### src/rtl/hilo_muldiv.sv
// Iterative HI/LO multiply/divide unit: mult/multu/div/divu one bit per cycle, plus mthi/mtlo.
// Define HILO_MULDIV_DIV_EN to build the divider; without it div/divu complete at once with no write.
module hilo_muldiv (
   input  logic        CLK,
   input  logic        RST_N,
   input  logic        start,
   input  logic [2:0]  op,
   input  logic [31:0] A,
   input  logic [31:0] B,
   output logic        busy,
   output logic        done,
   output logic        div_zero,
   output logic [31:0] HI,
   output logic [31:0] LO
);

   typedef enum logic [1:0] {StIdle, StCalc, StFix} state_e;

   state_e      state;
   logic [5:0]  cnt;
   logic        neg_q;
   logic        skip;
   logic [31:0] opnd;
   logic [63:0] prod;

   logic        a_neg, b_neg;
   logic [31:0] a_abs, b_abs;
   logic [32:0] sum;
   logic [63:0] prod_fix;

`ifdef HILO_MULDIV_DIV_EN
   logic        is_div, neg_r, skip_dz;
   logic [31:0] rem;
   logic [32:0] shifted;
   logic        q_bit;
   logic [31:0] diff;
   logic [31:0] quo_fix, rem_fix;
`endif

   // opnd holds the multiplicand (mult) or divisor (div); prod[31:0] holds multiplier or dividend
   always_comb begin
      a_neg    = ~op[0] & A[31];
      b_neg    = ~op[0] & B[31];
      a_abs    = a_neg ? 32'd0 - A : A;
      b_abs    = b_neg ? 32'd0 - B : B;
      sum      = {1'b0, prod[63:32]} + (prod[0] ? {1'b0, opnd} : 33'd0);
      prod_fix = neg_q ? 64'd0 - prod : prod;
`ifdef HILO_MULDIV_DIV_EN
      shifted  = {rem, prod[31]};
      q_bit    = shifted >= {1'b0, opnd};
      // partial remainder stays below the divisor, so the low 32 bits carry the difference
      diff     = shifted[31:0] - opnd;
      quo_fix  = neg_q ? 32'd0 - prod[31:0] : prod[31:0];
      rem_fix  = neg_r ? 32'd0 - rem : rem;
`endif
   end

   assign busy = (state != StIdle);

   always_ff @(posedge CLK or negedge RST_N) begin
      if (!RST_N) begin
         state    <= StIdle;
         cnt      <= 6'd0;
         neg_q    <= 1'b0;
         skip     <= 1'b0;
         opnd     <= 32'd0;
         prod     <= 64'd0;
         HI       <= 32'd0;
         LO       <= 32'd0;
         done     <= 1'b0;
         div_zero <= 1'b0;
`ifdef HILO_MULDIV_DIV_EN
         is_div   <= 1'b0;
         neg_r    <= 1'b0;
         skip_dz  <= 1'b0;
         rem      <= 32'd0;
`endif
      end else begin
         done     <= 1'b0;
         div_zero <= 1'b0;
         unique case (state)
            StIdle: begin
               if (start && !op[2]) begin
                  cnt   <= 6'd0;
                  neg_q <= a_neg ^ b_neg;
                  skip  <= 1'b0;
`ifdef HILO_MULDIV_DIV_EN
                  is_div  <= op[1];
                  neg_r   <= a_neg;
                  skip_dz <= 1'b0;
                  rem     <= 32'd0;
                  if (op[1]) begin
                     opnd <= b_abs;
                     prod <= {32'd0, a_abs};
                     if (B == 32'd0) begin
                        skip    <= 1'b1;
                        skip_dz <= 1'b1;
                        state   <= StFix;
                     end else begin
                        state <= StCalc;
                     end
                  end else begin
                     opnd  <= a_abs;
                     prod  <= {32'd0, b_abs};
                     state <= StCalc;
                  end
`else
                  opnd <= a_abs;
                  prod <= {32'd0, b_abs};
                  if (op[1]) begin
                     skip  <= 1'b1;
                     state <= StFix;
                  end else begin
                     state <= StCalc;
                  end
`endif
               end else if (start && !op[1]) begin
                  if (op[0]) LO <= A;
                  else       HI <= A;
               end
            end
            StCalc: begin
`ifdef HILO_MULDIV_DIV_EN
               if (is_div) begin
                  rem  <= q_bit ? diff : shifted[31:0];
                  prod <= {prod[63:32], prod[30:0], q_bit};
               end else begin
                  prod <= {sum, prod[31:1]};
               end
`else
               prod <= {sum, prod[31:1]};
`endif
               cnt <= cnt + 6'd1;
               if (cnt == 6'd31) state <= StFix;
            end
            StFix: begin
               done  <= 1'b1;
               state <= StIdle;
`ifdef HILO_MULDIV_DIV_EN
               div_zero <= skip_dz;
               if (!skip && is_div) begin
                  LO <= quo_fix;
                  HI <= rem_fix;
               end else if (!skip) begin
                  {HI, LO} <= prod_fix;
               end
`else
               if (!skip) {HI, LO} <= prod_fix;
`endif
            end
            default: state <= StIdle;
         endcase
      end
   end

endmodule

### config.mk
export PLATFORM = sky130hd
export DESIGN_NAME = hilo_muldiv
export DESIGN_NICKNAME = d
export VERILOG_FILES = /design/src/rtl/hilo_muldiv.sv
export SDC_FILE = /design/constraint.sdc
export NUM_CORES = 1
export LEC_CHECK = 0
export CAP_MARGIN = 20
export CORE_MARGIN = 5
export CORE_UTILIZATION = 40
export CTS_CLUSTER_DIAMETER = 60
export DETAILED_ROUTE_END_ITERATION = 10
export GPL_TIMING_DRIVEN = 0
export PLACE_DENSITY = 0.63
export SETUP_SLACK_MARGIN = 0.2
export SLEW_MARGIN = 20
export SYNTH_ARGS = -nofsm -noshare
export SYNTH_HDL_FRONTEND = slang
export SYNTH_SLANG_ARGS = --single-unit
### constraint.sdc
create_clock -name CLK -period 3.35 [get_ports CLK]
set_input_delay 0.335 -clock CLK [delete_from_list [all_inputs] [get_ports CLK]]
set_output_delay 0.335 -clock CLK [all_outputs]
set_load 0.01 [all_outputs]
== After elaboration in Yosys (flattened, before gate mapping) ==
Index checks and enable logic that the tools add are counted.
Word-level totals
  output and inout port bits: 67
  logic and storage cells: 65
  bits of input ports: 70
  register bits: 171
Cells by class
  eq/ne operators: 10
  add/subtract/negate cells: 5
  mux-type cells: 24
  bitwise gates (word level): 4
  reductions and logical operators: 13
Operator list (number)
  two-way mux 32 bit: 11
  two-way mux 64 bit: 2
  one-hot mux 32 bit (2 select lines): 2
  one-hot mux 64 bit (2 select lines): 1
  subtractor 1 x 32 -> 32 bit (first input constant): 2
  subtractor 1 x 64 -> 64 bit (first input constant): 1
  adder 32 x 32 -> 33 bit: 1
  inequality test 2 bit (second input constant): 7
  one-hot mux 6 bit (2 select lines): 1
  AND reduction 5 bit: 2
  adder 6 x 1 -> 6 bit (second input constant): 1
  equality test 6 x 5 -> 1 bit (second input constant): 1
  two-way mux 2 bit: 3
  two-way mux 6 bit: 1
  AND reduction 2 bit: 3
  nonzero test 2 bit: 3
  one-hot mux 2 bit (2 select lines): 1
  AND 1 bit: 2
  equality test 2 x 1 -> 1 bit (second input constant): 1
  equality test 2 bit (second input constant): 1
  logical AND 1 bit: 2
  logical NOT 1 bit: 2
  logical NOT 2 bit: 1
  two-way mux 1 bit: 2
  2 further kinds: 2

== Depth between registers and ports, before layout ==
Gate-level depths: netlist of run 1.
  depth after elaboration: 5
  gate-level depth with buffers: 13

== Worst setup path before layout of run 1 ==
OpenSTA, ideal clock, no wires.
  path kind: reg2reg
  start: reg prod[0]
  end: reg prod[49]
  clock period less this slack: 2.905 ns
  required time: 3.228 ns
  cell stages (with the launch flop): 14
  setup slack: 0.445 ns
  arrival time: 2.784 ns
  cell sequence: dfrtp_1 clkbuf_1 clkbuf_1 and2_1 ha_1 inv_1 fa_1 nor2b_1 o211ai_1 a32oi_1 o2111ai_1 a21boi_0 o21ai_0 a32o_1
Between the ends
  longest elaborated chain between the ends: 3
Ends and longest elaborated chain
  start: declaration: RTL line 24  | logic [63:0] prod;
  start signal: assignment: RTL line 109  | prod <= {32'd0, b_abs};
  start signal: assignment: RTL line 131  | prod <= {sum, prod[31:1]};
  two-way mux 32 bit: RTL line 46  | sum = {1'b0, prod[63:32]} + (prod[0] ? {1'b0, opnd} : 33'd0);
  adder 32 x 32 -> 33 bit: RTL line 46
  one-hot mux 64 bit (2 select lines): RTL line 81  | unique case (state)
Every way passes these cells.
A chain may end at the register's enable or synchronous reset.

== Worst setup path in the final report of run 1 ==
  start: reg prod[0]
  end: reg prod[61]
The elaborated chain is that of the path after synthesis.

==> results by stage, run 1 <==
Run status:
- The flow ran to the end, and the final reports show no timing, DRC or antenna violations.

STA:
- The total count of max-transition violations in the final report is 0.
- Setup repair after global routing could not meet its margin everywhere.
- After routing, the total negative slack on setup checks comes to 0 ns.
- Timing would allow up to between 0.3 and 0.4 GHz.
- The worst path needs between 3 and 4 ns of the cycle, external delays included.
- The worst pin sits at a relative slew slack of between 20% and 30%.
- The total setup violations reported at the end of the flow is 0.
- On the final layout, the worst hold slack is between 0.4 and 0.5 ns.
- For the pin with the worst max-slew slack, the measured transition is 1.16 ns.
- Across the routed clock network, the largest skew measured is between 0.02 and 0.025 ns.
- The post-route worst setup slack is between 0.2 and 0.25 ns.
- Dividing the final minimum period by the clock period gives between 90% and 100%.
- The number of hold violations in the final report is 0.

Clocking:
- Counting along the longest clock path gives a buffer depth of 2.
- The clock tree from TritonCTS is built.
- Clock-pin slew was measured on the worst setup and hold paths at roughly 0.08 ns.
- Clock latency on the worst-skew pair, taken at its later pin, is between 0.4 and 0.5 ns.
- The library cell used as clock root buffer is clkbuf_16.
- The H-tree level count is 4.
- For this design, the sink count on the clock tree is around 170.
- The number of clock buffers added by TritonCTS is 17.

Routing:
- Before antenna repair, the detailed router went through 6 iterations.
- The total vias in the final route is roughly 12k.
- The wire length per cell is approximately 23 um.
- In this run, the number of DRC markers left after iteration 0 of detailed routing was between 1k and 1.5k.
- The total wire length is around 45 mm.
- In this run the remaining antenna-violating nets after routing total 0.
- The count of unresolved DRC violations after routing is 0.
- Dividing the detail-routed via count by the number of cells gives 5.91.

Logic synthesis:
- The number of synthesis warnings is 0.
- The number of nets produced by synthesis is between 1.5k and 2k.
- After synthesis, the most frequently instantiated cells are 185 x nand2_1, 171 x dfrtp_1, 152 x o21ai_0.
- After synthesis, the largest area contributor takes up approximately 37% of total cell area.
- By area the synthesized netlist is led by dfrtp_1 37%, xnor2_1 6.8%, o21ai_0 6.5%.
- The number of enable flip-flop cells after synthesis is 0.
- After synthesis, the mean cell area works out to just over 8 um^2.
- The post-synthesis instance area is 0.0117 mm^2.
- nand2_1 is the most common cell in the netlist.
- The biggest area contributor in the post-synthesis netlist is dfrtp_1.
- The post-synthesis sequential area ratio is between 30% and 40%.
- The register bit count reported by yosys is about 170.
- The post-synthesis cell count is around 1.4k.
- The fraction of registers with async set or reset after synthesis is between 90% and 100%.
- The commonest register cell after synthesis is dfrtp_1.
- The number of distinct library cells after synthesis is 75.

Floorplanning:
- The vertical die dimension is between 150 and 200 um.
- The starting density of the core is ~41%.
- Pin placement for this block handled about 140 I/O pins.
- The count of standard-cell rows is 62.
- The width of the die is 181 um.
- The die area is roughly 0.033 mm^2.
- The area inside the core boundary is roughly 0.029 mm^2.

Final layout:
- The area used by multi-input combinational logic is approximately 0.0072 mm^2.
- The sequential cell area in the final layout is roughly 0.0043 mm^2.
- The count of filler cells inserted in the layout is between 2k and 3k.
- The total inserted antenna cells is 0.
- The number of nets in the layout is 1693.
- The area overhead of the layout relative to synthesis is 24.8%.
- Cells with a size suffix above 1 make up about 7.4% of the layout.

Power:
- The power per standard cell area is approximately 840 mW/mm^2.
- The static power due to leakage is between 5 and 6 nW.
- The maximum vdd ir drop is around 0.50 mV.
- The total power after layout is ~0.012 W.

Worst setup path:
- The worst setup path is launched from a flop.
- The arrival time at the worst endpoint is ~3.4 ns.
- STA classifies the critical path endpoint as a flop.
- Data on the critical path is required at its endpoint by approximately 3.7 ns.
- The maximum net fanout on the critical path is 8.
- The worst register-to-register path ends at prod[61].
- The launch instance of the worst register-to-register path is prod[0].
- The setup path with the least slack is of type reg2reg.
- The minimum setup slack among reg-to-reg paths is between 0.2 and 0.25 ns.
- The number of cell instances on the worst register-to-register path is 15.

GRT:
- Entering global routing, the biggest net connects 95 pins.
- The number of antenna violations at the first check in global routing is 1.
- The via count of the first global-routing pass is roughly 12k.
- The total global routing track utilization is 26.5%.
- The global-route wire length before repair is slightly below 70 mm.
- For this run the aggregate overflow at the end of global routing stands at 0.

Flow run:
- The max-capacitance violation count is 0.

Placed design:
- Once detailed placement completed, the half-perimeter wirelength came to ~34 mm.
- During placement, the flow inserted port buffers numbering about 140.
- OpenSTA, run right after detailed placement, puts the worst setup slack at -0.725 ns.
- The final weighted congestion in routability-driven placement is 0.987.

Min path:
- In this run the worst hold path is classified as in2async.
worst max-delay path by stage:
| stage | depth (start not counted) | startpoint | slack (ns) | to |
|---|---|---|---|---|
| 6_report | 15 | prod[0] | 0.24 | prod[61] |
| 5_1_grt | 11 | prod[0] | 0.14 | prod[62] |
| 4_1_cts | 11 | prod[0] | 0.19 | prod[62] |
| 3_5_place_dp | 8 | A[4] | -0.73 | opnd[25] |
| 3_3_place_gp | 1 | RST_N | -5.46 | LO[26] |
| 2_1_floorplan | 13 | prod[0] | 0.44 | prod[49] |
final cells by class:
class                           count  area share (%)
Timing Repair Buffer              160            10.8
Clock buffer                       18            2.95
Sequential cell                   171            29.4
Clock inverter                     14            1.16
Buffer                             80            2.42
Tap cell                          384            3.30
Multi-Input combinational cell   1124            49.2
Inverter                           32           0.825
worst max-delay path, cell delays in order, from the launching register on:
cell and delay [ns]:
dfrtp_1 0.39, buf_8 0.15, buf_8 0.12, and2_4 0.13, ha_4 0.16, inv_2 0.06, fa_2 0.22, nor2b_2 0.05
o211ai_1 0.40, a32oi_2 0.31, buf_4 0.20, o211ai_1 0.29, nand3_2 0.18, buf_6 0.16, nand2_1 0.06, o211ai_1 0.08
kinds of logic (layout without fill, tap and decap cells):
| group | Yosys count | count (layout) | synth area share, % |
|---|---|---|---|
| and+or+nand+nor | 493 | 493 | 20.3 |
| AOI/OAI and AO/OA | 446 | 446 | 24.2 |
| DFF | 171 | 171 | 36.7 |
| xor gates and xnor gates | 142 | 142 | 10.7 |
| buffers and inverters | 112 | 304 | 3.70 |
| adders and majority gates | 37 | 37 | 4.03 |
| muxes | 5 | 5 | 0.429 |
| other | 1 | 1 | 0.0321 |
cells in the final DEF, fill, tap and decap left out, types with 17 or more instances in the layout:
| master | Yosys | layout |
|---|---|---|
| a21oi_1 | 76 | 74 |
| a22oi_1 | 32 | 32 |
| and2_1 | 32 | 31 |
| buf_4 | 1 | 23 |
| clkbuf_1 | 71 | 63 |
| clkbuf_16 | 0 | 17 |
| clkdlybuf4s50_1 | 0 | 134 |
| dfrtp_1 | 171 | 171 |
| ha_1 | 36 | 33 |
| inv_1 | 31 | 30 |
| nand2_1 | 185 | 184 |
| nand3_1 | 19 | 17 |
| nor2_1 | 124 | 124 |
| nor3_1 | 24 | 22 |
| o21ai_0 | 152 | 145 |
| o21ai_1 | 15 | 21 |
| o31ai_1 | 57 | 55 |
| or3_1 | 18 | 18 |
| xnor2_1 | 90 | 89 |
| xor2_1 | 52 | 52 |
flip-flops by register name (all words and copies together), names as in the netlist:
| signal | count |
|---|---|
| opnd | 32 |
| HI | 32 |
| LO | 32 |
| neg_q | 1 |
| done | 1 |
| cnt | 6 |
| state | 2 |
| prod | 64 |
| skip | 1 |
timing repair:
item                                   in CTS  in global routing
gates resized for setup                    27                 44
gates cloned                                0                  0
setup buffers                               6                 17
endpoints found under the hold margin      77                  0
setup endpoints to repair                  38                 33
hold buffers                                1                  0
pin swaps                                   5                 18
power breakdown:
part	switching, W	internal [W]	total, W
logic	0.00354	0.00266	0.00620
clock network	0.00100	0.00107	0.00207
registers	0.000957	0.00295	0.00390
total	0.00550	0.00668	0.0122
through the flow:
stage / instance area (um^2) / util, % / cells
2_1_floorplan: 11700 / - / 1407
3_5_place_dp: 13500 / 47.0 / 1927
6_report: 14600 / 50.6 / 1983
3_3_place_gp: 13500 / 46.9 / 1926
4_1_cts: 14300 / 49.7 / 1966
5_1_grt: 14600 / 50.6 / 1983
routing by layer:
| metal | vias to the layer above | track usage, % | share of wire (%) |
|---|---|---|---|
| met1 | 5745 | 34.6 | 42 |
| met3 | 102 | 4.42 | 6.1 |
| met4 | 0 | 10.5 | 3.7 |
| met2 | 438 | 44.0 | 48 |
| li1 | 5440 | - | - |
| met5 | - | 0 | 0 |
Note: power is estimated with default switching activity, not from simulation.
==> inputs of run 2 (changes only) <==
Settings changed: GPL_TIMING_DRIVEN 0 to not set, SKIP_CTS_REPAIR_TIMING set to 1.
==> results by stage, run 2 (same netlist as run 1, synthesis figures left out) <==
STA:
- The worst-case clock skew is 0.0199 ns.
- The total count of max-transition violations in the final report was 0.
- The total setup violations reported at the end of the flow is 0.
- The routed design could run at a clock period as short as between 3 and 4 ns.
- Setup repair after global routing could not meet its margin everywhere.
- The number of hold violations in the final report is 0.
- After routing, the total negative slack on setup checks comes to 0 ns.
- The final critical-path share of the clock period is between 80% and 90%.
- At the pin with the least slew margin, the transition time is just over 1 ns.
- For this run, the top clock speed supported by timing is around 0.33 GHz.
- The max-slew headroom at the worst pin is between 30% and 40%.

Worst setup path:
- The endpoint type of the worst setup path is a flop.
- The signal on the critical path passes through or4_1 > nor4b_4 > nand4_4 > buf_4 > o41ai_1 > xnor2_1 > nor2_1 > o31ai_1.
- The critical-path cell with the highest stage delay is or4_1.
- Data on the critical path is required at its endpoint by ~3.7 ns.
- Along the worst path, the maximum fanout reaches 8.
- The biggest cell delay along the critical path is 0.68 ns.
- At the worst endpoint, the arrival time is 3.36 ns.
- The critical path is of the reg2reg type.
- STA classifies the critical path startpoint as a flop.

Power:
- The worst-case IR drop observed on VDD is about 0.38 mV.
- Summed over all cells, the static leakage comes to a little under 6 nW.
- Overall power consumption after layout is estimated at 0.0119 W.
- The power per standard cell area is about 830 mW/mm^2.

Clocking:
- The clock tree from TritonCTS is built.
- The total number of clock tree sinks is between 150 and 200.
- The maximum buffer depth of the clock tree is 2.
- TritonCTS created 17 clock buffers.
- The library cell used as clock root buffer is clkbuf_16.
- Clock-pin slew was measured on the worst setup and hold paths at 0.09 ns.
- The H-tree level count is 4.
- The clock reaches the later pin of the worst-skew pair after 0.44 ns.

Routing:
- The total wire length is 39.7 mm.
- After detailed routing, the number of remaining DRC violations is 0.
- After detailed routing, the average wire length per cell comes to around 20 um.
- The via count normalized by instance count is 5.75.
- The final antenna-violating net count is 0.
- Before antenna repair, the detailed router went through 5 iterations.
- The number of DRC violations after detailed-routing iteration 0 is between 900 and 1k.
- Across all layers, the routed design uses around 11k vias.

Run status:
- The run finished with clean final reports.

GRT:
- The global-route wire length before repair is around 63 mm.
- The total global routing track utilization is between 20% and 30%.
- After global routing the overflow that remains totals 0.
- The maximum number of pins on one net before global-route repair is between 70 and 80.
- The number of antenna violations at the first check in global routing is 0.
- The via count of the first global-routing pass is about 11k.

Floorplanning:
- For this configuration, the core starts out at a cell density of between 40 and 50%.
- The area inside the core boundary is about 0.029 mm^2.
- The total I/O pin count is between 100 and 150.
- The die is 181 um tall.
- In this run the horizontal extent of the chip is 181 um.
- In this run the core area contains between 60 and 70 standard-cell rows.
- The die covers between 0.03 and 0.04 mm^2.

Min path:
- The class of the tightest hold or removal check is reg2reg.

Final layout:
- In the final design database the tool counted 1658 nets.
- The fraction of final layout cells with drive strength greater than 1 is under 10%.
- The flip-flop count of the largest register, all copies and words added is 64.
- The register with the most flip-flops in the final layout is prod.
- The commonest non-fill, non-tap cell in the layout is nand2_1.
- Leaving out fill and tap cells, the most frequent cells in the layout are 184 x nand2_1, 170 x dfrtp_1, 150 x o21ai_0, 134 x clkdlybuf4s50_1, 124 x nor2_1.
- The number of antenna diodes in the final layout is 0.
- From synthesis to final layout, the design area changed by 23.7%.

Placed design:
- The final weighted congestion in routability-driven placement is 0.964.
- The count of buffers added on input and output ports is between 100 and 150.
- The HPWL after detailed placement is roughly 31 mm.

Flow run:
- Across the run, the number of max-cap violations was 0.
-- run 2: cell types whose count changed in the layout (fill, tap and decap cells not counted), moves of 3 or more --
cell	before	now
o21ai_4	0	3
o21ai_1	21	14
clkbuf_1	63	0
buf_8	3	0
buf_12	0	4
buf_4	23	65
o21ai_0	145	150
buf_1	6	0
clkbuf_2	6	0
-- run 2: worst max-delay path, delay by kind of cell (launching register included) --
family	cells	cell delay, ns
flops	1	0.45
compound gates	2	0.66
xor+xnor	1	0.25
simple gates	4	1.32
buf+inv	1	0.23
-- run 2: final timing paths --
| kind | slack (ns) | endpoint | start | cells past startpoint |
|---|---|---|---|---|
| min | 0.48 | opnd[24] | opnd[24] | 2 |
| min in group asynchronous | 0.51 | LO[13] | RST_N | 2 |
| max reg2reg | 0.34 | HI[5] | prod[4] | 8 |
| max in group asynchronous | 1.99 | prod[51] | RST_N | 3 |
| max | 0.34 | HI[5] | prod[4] | 8 |
| min reg2reg | 0.48 | opnd[24] | opnd[24] | 2 |
-- run 2: power by group --
part	total [W]	internal [W]	switching, W
Sequential	0.00391	0.00295	0.000959
Combinational	0.00600	0.00266	0.00334
Clock	0.00203	0.00101	0.00102
Total	0.0119	0.00662	0.00532
-- run 2: stage by stage --
step,cell area (um^2),utilization [%],worst slack [ns],hold WS [ns],cells
after floorplan,11700,-,0.445,0.0394,1407
after global placement,13800,48.0,0.150,0.438,1915
after detailed placement,13800,48.0,0.132,0.442,1915
after CTS,14400,50.1,0.123,-0.0340,1947
after global routing,14400,50.2,0.196,0.508,1948
final,14400,50.2,0.335,0.477,1948
-- run 2: per-layer routing --
metal	up-vias	track usage, %	part of all wire (%)
met5	-	0	0
met3	43	3.70	5.6
met1	5420	33.9	46
met4	0	6.32	2.0
li1	5363	-	-
met2	373	39.0	46
-- run 2: layout make-up --
type,instances,area (um^2)
fill,2750,14300
clock buffer,17,425
timing repair buffer,205,1930
inverter,32,120
clock inverter,15,169
tap,384,480
multi-input combinational,1124,7040
sequential,171,4280
==> inputs of run 3 (changes only) <==
Settings changed: CELL_PAD_IN_SITES_DETAIL_PLACEMENT set to 0, CELL_PAD_IN_SITES_GLOBAL_PLACEMENT set to 1, PLACE_DENSITY 0.63 to 0.79.
==> results by stage, run 3 (same netlist as run 1, synthesis figures left out) <==
Run status:
- The run finished with clean final reports.

Worst setup path:
- STA puts the critical path data required time at between 3 and 4 ns.
- The endpoint type of the worst setup path is a flop.
- The kind of start point of the critical path is a flop.
- The maximum net fanout on the critical path is 15.
- On the worst path, the slowest cell contributes a delay of 0.53 ns.
- The startpoint identified for the worst register-to-register timing path is prod[0].
- The slowest stage of the critical path is the dfrtp_4 cell.
- Tracing the worst setup path back leads to its startpoint at prod[0].
- For the worst setup path, the data arrival time is 3.40 ns.
- The number of cell instances on the worst register-to-register path is 12.
- The critical path goes through and2_1 > ha_1 > inv_1 > fa_1 > nor2b_1 > o211ai_1 > buf_4 > a311o_1 > nand2_1 > nor2_1 > o2111a_1 > a221o_1.
- The critical path in this run is classified as reg2reg.

STA:
- The post-route setup TNS is 0 ns.
- For this run, the top clock speed supported by timing is 0.325 GHz.
- The worst path needs about 3.1 ns of the cycle, external delays included.
- Setup repair after global routing could not meet its margin everywhere.
- The max-slew headroom at the worst pin is 47.8%.
- Setup violations remaining at the end of the flow were counted as 0.
- The number of hold violations in the final report is 0.
- The total count of max-transition violations in the final report is 0.
- On the final layout, the worst clock skew is 0.0153 ns.
- Dividing the final minimum period by the clock period gives between 90% and 100%.
- At the pin with the least slew margin, the transition time is roughly 0.78 ns.
- Final hold analysis gives a worst-case slack of 0.360 ns.

Final layout:
- The library cells used most frequently in the layout, excluding fill and tap cells, are 184 x nand2_1, 170 x dfrtp_1, 151 x o21ai_0, 134 x clkdlybuf4s50_1, 124 x nor2_1.
- The final instance count without filler cells is between 1.5k and 2k.
- The total inserted antenna cells is 0.
- Of the cells placed in the final design, the portion with a size suffix greater than 1 is under 10%.
- After filler insertion, the fill cell instance count of the layout stands at 2803.
- The flip-flop count of the largest register, all copies and words added is between 60 and 70.
- The number of nets in the layout is 1668.
- The commonest non-fill, non-tap cell in the layout is nand2_1.
- Compared with the post-synthesis result, the final layout area differs by 24.3%.
- The register bank with the most flops is prod.
- Measured on the finished design, the core utilization comes to 50.4%.
- After routing the design area is about 0.015 mm^2.

Power:
- The maximum vdd ir drop is ~0.41 mV.
- The power per standard cell area is roughly 820 mW/mm^2.
- The static power due to leakage is between 5 and 6 nW.

Clocking:
- No sink is reached through more buffers than the 2 on the longest clock path.
- For the worst-skew pair, the clock arrives at the later sink with an insertion delay of 0.44 ns.
- The tree built by TritonCTS fans out to approximately 170 sinks.
- The H-tree level count is 4.
- TritonCTS built the clock tree.
- After clock tree synthesis, the clock-pin slew on the worst setup and hold paths is ~0.08 ns.
- The library cell used as clock root buffer is clkbuf_16.
- Buffers inserted during clock tree synthesis total 17.

Routing:
- The final antenna-violating net count is 0.
- The detailed-router iteration count before antenna repair is 5.
- The number of DRC violations after detailed-routing iteration 0 is 822.
- The total vias in the final route is approximately 11k.
- In the routed layout, each cell is associated on average with a via count of roughly 5.7.
- Dividing the detail-routed wire length by the instance count gives between 15 and 20 um.
- For this block, the routed nets add up to roughly 39 mm of wire.
- The count of unresolved DRC violations after routing is 0.

Min path:
- The min-delay analysis places its worst path in the category in2async.

GRT:
- The via count of the first global-routing pass was about 11k.
- The most used routing layer is met2.
- The global routing met1 resource utilization is between 30% and 40%.
- The total congestion overflow after global routing is 0.
- The first global-routing pass estimated between 60 and 70 mm of wire.
- Global routing used a little under 3% of the available met3 tracks.
- The total global routing track utilization is between 20% and 30%.
- The maximum number of pins on one net before global-route repair is a little over 70.
- The number of antenna violations at the first check in global routing was 0.
- The met2 layer usage reported by global route is about 38%.

Floorplanning:
- The count of standard-cell rows is 62.
- The vertical die dimension is roughly 180 um.
- The starting density of the core is between 40% and 50%.
- The die covers between 0.03 and 0.04 mm^2.
- 137 I/O pins were placed.
- After floorplanning, the core was sized to cover between 0.02 and 0.03 mm^2.
- The width of the die is roughly 180 um.

Placed design:
- The HPWL after detailed placement is 29.7 mm.
- Summing all placed instances gives a cell area of roughly 0.014 mm^2.
- The cell count after placement is roughly 1.9k.
- The congestion estimate from routability-driven global placement came to 0.911.
- The count of port buffers added during placement is about 140.

Flow run:
- The tool flagged a number of max-cap violations equal to 0.
[run 3: changes by cell type in the layout (fill, tap and decap cells not counted), sizes merged]
cell / before / now
buf: 70 / 80
inv: 40 / 39
clkbuf: 17 / 18
[run 3: worst paths after layout]
path	end	slack (ns)
min reg2reg	opnd[13]	0.47
min in group CLK	opnd[13]	0.47
max	prod[59]	0.27
max reg2reg	prod[59]	0.27
max in group asynchronous	LO[22]	2.18
min	prod[40]	0.36
[run 3: power by group]
part           switching (W)  internal (W)
clock network       0.000996       0.00102
registers            0.00102       0.00295
logic                0.00321       0.00272
[run 3: per-layer routing]
layer / up-vias / wire, um
li1: 5384 / -
met1: 5306 / 17700
met2: 338 / 18100
met3: 55 / 1820
met4: 0 / 880
met5: - / 0
[run 3: area by class of cell]
cell class	count	area [um^2]	share of cell area [%]
tap	384	480	3.31
clock buffer	18	439	3.03
clock inverter	14	149	1.03
multi-input combinational	1124	7040	48.5
sequential	171	4280	29.5
timing repair buffer	215	2010	13.8
inverter	32	120	0.828
[run 3: through the flow]
| stage | total power (W) | worst slack (ns) |
|---|---|---|
| global route | 0.0128 | 0.109 |
| finish | 0.0119 | 0.270 |
| CTS | 0.0119 | 0.134 |
| global placement | 0.00976 | 0.171 |
| floorplan | 0.00737 | 0.445 |
| detailed placement | 0.00983 | 0.131 |
[run 3: critical path, delay by kind of cell, from the launching register on]
kind / cells / cell delay (ns)
flops: 1 / 0.53
compound gates: 4 / 1.04
buf+inv: 2 / 0.26
simple gates: 4 / 0.53
fa+ha+maj: 2 / 0.61
